**src/rtl/ccc_lock_sequencer.sv**
```systemverilog
// CCC/PLL lock sequencer and single-byte APB configuration master, clocked from the RC oscillator.
// Define CCC_SEQ_RETRY_EN to retry the PLL reset up to MAX_RETRIES times before declaring FAULT.
module ccc_lock_sequencer #(
  parameter int unsigned ARST_CYCLES         = 16,
  parameter int unsigned LOCK_STABLE_CYCLES  = 1024,
  parameter int unsigned LOCK_TIMEOUT_CYCLES = 65536,
  parameter int unsigned MAX_RETRIES         = 3,
  parameter int unsigned CNT_W               = 17
) (
  input  logic       CLK,
  input  logic       RESET_N,
  input  logic       LOCK,
  output logic       PLL_ARST_N,
  output logic       PLL_POWERDOWN_N,
  output logic       PRESET_N,
  output logic       PSEL,
  output logic       PENABLE,
  output logic       PWRITE,
  output logic [5:0] PADDR,
  output logic [7:0] PWDATA,
  input  logic       CFG_REQ,
  input  logic [5:0] CFG_ADDR,
  input  logic [7:0] CFG_DATA,
  output logic       CFG_ACK,
  output logic       FAB_RESET_N,
  output logic       READY,
  output logic       FAULT,
  output logic [7:0] LOSS_CNT
);

  typedef enum logic [2:0] {
    StPllRst, StWaitLock, StStable, StRun, StCfgSetup, StCfgAccess, StFault
  } state_e;

  localparam logic [CNT_W-1:0] ArstCnt     = CNT_W'(ARST_CYCLES);
  localparam logic [CNT_W-1:0] StableLast  = CNT_W'(LOCK_STABLE_CYCLES - 1);
  localparam logic [CNT_W-1:0] TimeoutLast = CNT_W'(LOCK_TIMEOUT_CYCLES - 1);

  // The retry count is carried in 8 bits; the counter must hold the largest cycle count.
  if (MAX_RETRIES > 255 || CNT_W < $clog2(LOCK_TIMEOUT_CYCLES + 1)) begin : g_bad_params
    $error("ccc_lock_sequencer: parameter out of range");
  end

  state_e           state_q;
  logic [CNT_W-1:0] cnt_q;
  logic             lock_meta_q, lock_s_q;
`ifdef CCC_SEQ_RETRY_EN
  logic [7:0]       retry_q;
`endif

  always_ff @(posedge CLK or negedge RESET_N) begin
    if (!RESET_N) begin
      lock_meta_q <= 1'b0;
      lock_s_q    <= 1'b0;
    end else begin
      lock_meta_q <= LOCK;
      lock_s_q    <= lock_meta_q;
    end
  end

  always_ff @(posedge CLK or negedge RESET_N) begin
    if (!RESET_N) begin
      state_q         <= StPllRst;
      cnt_q           <= '0;
      PLL_ARST_N      <= 1'b0;
      PLL_POWERDOWN_N <= 1'b1;
      PRESET_N        <= 1'b0;
      PSEL            <= 1'b0;
      PENABLE         <= 1'b0;
      PWRITE          <= 1'b0;
      PADDR           <= '0;
      PWDATA          <= '0;
      CFG_ACK         <= 1'b0;
      FAB_RESET_N     <= 1'b0;
      READY           <= 1'b0;
      FAULT           <= 1'b0;
      LOSS_CNT        <= '0;
`ifdef CCC_SEQ_RETRY_EN
      retry_q         <= '0;
`endif
    end else begin
      PRESET_N        <= 1'b1;
      PLL_POWERDOWN_N <= 1'b1;
      CFG_ACK         <= 1'b0;
      case (state_q)
        StPllRst: begin
          if (cnt_q == ArstCnt) begin
            PLL_ARST_N <= 1'b1;
            cnt_q      <= '0;
            state_q    <= StWaitLock;
          end else begin
            cnt_q <= cnt_q + CNT_W'(1);
          end
        end
        StWaitLock: begin
          if (lock_s_q) begin
            cnt_q   <= '0;
            state_q <= StStable;
          end else if (cnt_q == TimeoutLast) begin
`ifdef CCC_SEQ_RETRY_EN
            if (retry_q < 8'(MAX_RETRIES)) begin
              retry_q    <= retry_q + 8'd1;
              PLL_ARST_N <= 1'b0;
              cnt_q      <= CNT_W'(1);
              state_q    <= StPllRst;
            end else begin
              FAULT      <= 1'b1;
              PLL_ARST_N <= 1'b0;
              state_q    <= StFault;
            end
`else
            FAULT      <= 1'b1;
            PLL_ARST_N <= 1'b0;
            state_q    <= StFault;
`endif
          end else begin
            cnt_q <= cnt_q + CNT_W'(1);
          end
        end
        StStable: begin
          if (!lock_s_q) begin
            cnt_q   <= '0;
            state_q <= StWaitLock;
          end else if (cnt_q == StableLast) begin
            READY       <= 1'b1;
            FAB_RESET_N <= 1'b1;
            state_q     <= StRun;
`ifdef CCC_SEQ_RETRY_EN
            retry_q     <= '0;
`endif
          end else begin
            cnt_q <= cnt_q + CNT_W'(1);
          end
        end
        StRun: begin
          // Lock loss has priority; a concurrent request stays pending until the next RUN.
          if (!lock_s_q) begin
            READY       <= 1'b0;
            FAB_RESET_N <= 1'b0;
            if (LOSS_CNT != 8'hFF) LOSS_CNT <= LOSS_CNT + 8'd1;
            cnt_q       <= '0;
            state_q     <= StWaitLock;
          end else if (CFG_REQ) begin
            READY       <= 1'b0;
            FAB_RESET_N <= 1'b0;
            PSEL        <= 1'b1;
            PWRITE      <= 1'b1;
            PENABLE     <= 1'b0;
            PADDR       <= CFG_ADDR;
            PWDATA      <= CFG_DATA;
            state_q     <= StCfgSetup;
          end
        end
        StCfgSetup: begin
          PENABLE <= 1'b1;
          state_q <= StCfgAccess;
        end
        StCfgAccess: begin
          // Entry into PLL_RST counts as the first low cycle of the relock pulse.
          PSEL       <= 1'b0;
          PENABLE    <= 1'b0;
          PWRITE     <= 1'b0;
          CFG_ACK    <= 1'b1;
          PLL_ARST_N <= 1'b0;
          cnt_q      <= CNT_W'(1);
          state_q    <= StPllRst;
        end
        StFault: state_q <= StFault;
        default: state_q <= StPllRst;
      endcase
    end
  end

endmodule

```
**config.mk**
```make
export PLATFORM = sky130hd
export DESIGN_NAME = ccc_lock_sequencer
export DESIGN_NICKNAME = d
export VERILOG_FILES = /design/src/rtl/ccc_lock_sequencer.sv
export SDC_FILE = /design/constraint.sdc
export NUM_CORES = 1
export LEC_CHECK = 0
export CELL_PAD_IN_SITES_DETAIL_PLACEMENT = 1
export CELL_PAD_IN_SITES_GLOBAL_PLACEMENT = 1
export CORE_UTILIZATION = 40
export DETAILED_ROUTE_END_ITERATION = 8
export PLACE_DENSITY_LB_ADDON = 0.1
export SYNTH_ARGS = -nofsm -noshare
export SYNTH_HDL_FRONTEND = slang
export SYNTH_SLANG_ARGS = --single-unit
export TNS_END_PERCENT = 1
```
**constraint.sdc**
```tcl
create_clock -name CLK -period 3.17 [get_ports CLK]
set_input_delay 0.317 -clock CLK [delete_from_list [all_inputs] [get_ports CLK]]
set_output_delay 0.317 -clock CLK [all_outputs]
set_load 0.02 [all_outputs]
```
==> impl_metrics.toml, run 1 <==
[run_status]
outcome = "finished, final reports clean"

[timing]
slew-limit-headroom = 0.589
drv_slew = 0
period_share = 0.869
fin_crit_ns = 2.75
fin_tns_setup_ns = 0
rsz0062_at_grt = "false"
fin_skew_ns = 0.00998
fmax_mhz = 363
finalSetupViolCount = 0
hold_violations = 0
worst_slew_pin_slew_ns = 0.617

[logic_synthesis]
synthTopCellsByArea = "dfrtp_1 (49%), mux2_2 (6.5%), a22o_1 (2.7%)"
syn_area_per_cell_sq_um = 10.7
synth_edf_count = 0
yosysTopAreaCellShare = 0.493
synthArstFlopShare = 1.00
ys_ff_latch = 51
synth_common_cells = "dfrtp_1 (51), nor2_1 (17), mux2_2 (15)"
synthDistinctLibCells = 58
ys_seq_area_frac = 0.493
synthesis.instances = 242
synth_most_common_cell = "dfrtp_1"
synth_warnings = 0
syn_area_sq_mm = 0.00259
ys.flop_type = "dfrtp_1"
synth_top_area_cell = "dfrtp_1"

[detailed_routing]
post_drt_wl_per_cell_microns = 16.6
dr.pass1.iters = 4
met1_length_mm = 2.76
drt-initial-drc-count = 77
dr_total_vias = 2041
drt-vias-per-instance = 5.64
wl_met3_microns = 179
antenna_left = 0
wl_met2_mm = 3.02
routed.top_layer = "met4"
postRouteWirelength_mm = 6.03
drc = 0

[grt]
grt_pass1_wl_mm = 9.96
antenna_found_initial = 0
grt_start_max_net_pins = 28
grt_pass1_vias = 2038
overflow = 0
grt_use_total = 0.197

[pwr]
p_clk_frac = 0.200
p_switching_uw = 868
p_int_uw = 1480
p_leak_uw = 0.00141
cellPowerDensity_mw_per_mm2 = 733
seq_power_share = 0.409
p_sw_frac = 0.369
combPwrFrac = 0.391
vdd_drop_max_mv = 0.493

[floorplanning]
start_util = 0.425
die_y_microns = 82.4
boundaryPins = 50
core_area_sq_mm = 0.00610
die_w_microns = 82.4
rows = 28
dieArea_sq_mm = 0.00680

[critical_path]
crit_arrival_ns = 2.97
crit_type = "reg -> reg"
required_ns = 3.38
r2r_slack_ns = 0.42
end_kind = "flop"
critPathLaunchType = "flop"
r2r_cells = 9
worstPathMaxFanout = 8

[place]
hpwlAfterDp_mm = 4.41
dp_cells = 354
numPortBuffers = 48
gp_congestion = 0.783

[clock_network]
cts_tree = "done"
ctsHoldBuffers = 0
cts_max_path_buffers = 2
post_cts_resized = 0
cts_buffers = 5
cts_sinks = 51
clockRootBuffer = "clkbuf_8"
cts_htree_levels = 2
clkLatencyLatePin_ns = 0.31
cts_setup_buffers = 0
clkTransAtPathRegs_ns = 0.10

[layout]
final_cells = 362
layout-drive-gt1-share = 0.132
syn2layout_area_growth_pct = 23.9
diodes = 0
final_nets = 308

[flow_run]
cap_viol_max_count = 0

[worst_hold_path]
hp-class = "in -> async"
==> power groups by stage <==
stage          sequential, uW  clock, uW  combinational [uW]
6_report                  962        469                 920
3_5_place_dp              977          0                 933
3_3_place_gp              965          0                 905
4_1_cts                   964        489                 935
5_1_grt                   995        517                1000
2_1_floorplan            1050          0                 486
==> flip-flops by register name (all words and copies together) (netlist names) <==
name         flops
state_q          3
READY            1
cnt_q           17
PADDR            6
PENABLE          1
PWDATA           8
PWRITE           1
lock_s_q         1
PRESET_N         1
FAULT            1
PLL_ARST_N       1
lock_meta_q      1
CFG_ACK          1
LOSS_CNT         8
==> per-stage QoR <==
stage / utilization / hold slack [ns] / setup WS [ns] / area (sq um) / total power, uW
after floorplan: - / 0.0214 / 0.727 / 2590 / 1530
after global placement: 0.507 / 0.339 / 0.611 / 3090 / 1870
after detailed placement: 0.507 / 0.345 / 0.457 / 3090 / 1910
after CTS: 0.526 / 0.0211 / 0.416 / 3210 / 2390
after global routing: 0.526 / 0.0394 / 0.226 / 3210 / 2520
final: 0.526 / 0.00664 / 0.416 / 3210 / 2350
==> cell families (layout without fill, tap and decap cells) <==
| logic type | after synthesis | in the layout | synth area share |
|---|---|---|---|
| adder cells (fa/ha/maj) | 4 | 4 | 0.0193 |
| other | 1 | 2 | 0.00145 |
| buffers and inverters | 27 | 71 | 0.0536 |
| AO/OA/AOI/OAI | 62 | 62 | 0.178 |
| multiplexers | 16 | 16 | 0.0691 |
| AND/OR/NAND/NOR | 74 | 74 | 0.161 |
| flip-flops | 51 | 51 | 0.493 |
| XOR/XNOR | 7 | 7 | 0.0237 |
==> layer usage <==
metal,vias to the layer above,global-route usage
met1,1025,0.255
met3,6,0.0374
li1,971,-
met2,39,0.325
met4,0,0.0719
met5,-,0
==> critical path, cell delays in order (launching register included) <==
cell and delay (ns):
dfrtp_1 0.43, ha_1 0.23, nand3_1 0.19, or2_1 0.26, nor4_1 0.10, ha_1 0.26
a32oi_1 0.35, o211a_1 0.39, nand2_1 0.18, o31ai_1 0.27
==> worst paths after layout <==
check | start | endpoint
max | cnt_q[1]$_DFFE_PN0P_ | cnt_q[11]$_DFFE_PN0P_
min | RESET_N | LOSS_CNT[2]$_DFFE_PN0P_
max reg2reg | cnt_q[1]$_DFFE_PN0P_ | cnt_q[11]$_DFFE_PN0P_
min reg2reg | lock_meta_q$_DFF_PN0_ | lock_s_q$_DFF_PN0_
max in group asynchronous | RESET_N | PWDATA[2]$_DFFE_PN0P_
min in group CLK | lock_meta_q$_DFF_PN0_ | lock_s_q$_DFF_PN0_
==> area by class of cell <==
cell class	count	area, sq um
fillers	675	2890
flip-flops and latches	51	1280
repair buffers	51	498
multi-input cells	165	1180
clock buffers	5	68.8
well taps	75	93.8
clock inverters	3	47.5
inverters	12	45.0
==> cells in the final DEF (no fill, tap or decap), types with 4 or more instances in the layout <==
| cell type | netlist | layout |
|---|---|---|
| o21ai_0 | 10 | 10 |
| nor3_1 | 9 | 9 |
| nand4_1 | 8 | 8 |
| nand2_1 | 14 | 14 |
| nand3_1 | 6 | 6 |
| inv_1 | 12 | 12 |
| dfrtp_1 | 51 | 51 |
| nor2_1 | 17 | 17 |
| xor2_1 | 4 | 4 |
| a21o_1 | 4 | 4 |
| a22o_1 | 8 | 8 |
| a21oi_1 | 9 | 9 |
| clkbuf_8 | 0 | 5 |
| ha_1 | 4 | 4 |
| clkdlybuf4s50_1 | 0 | 47 |
| mux2_2 | 15 | 15 |
No activity file was read; power rests on OpenSTA's default activity.
==> run 2, diff against run 1 <==
CAP_MARGIN = 20   (was not set)
==> results of run 2 <==
Final layout, timing and power as in run 1 (identical DEF).
==> run 3, diff against run 2 <==
CTS_CLUSTER_DIAMETER = 120   (was not set)
==> results of run 3 <==
Final layout, timing and power as in run 1 (identical DEF).
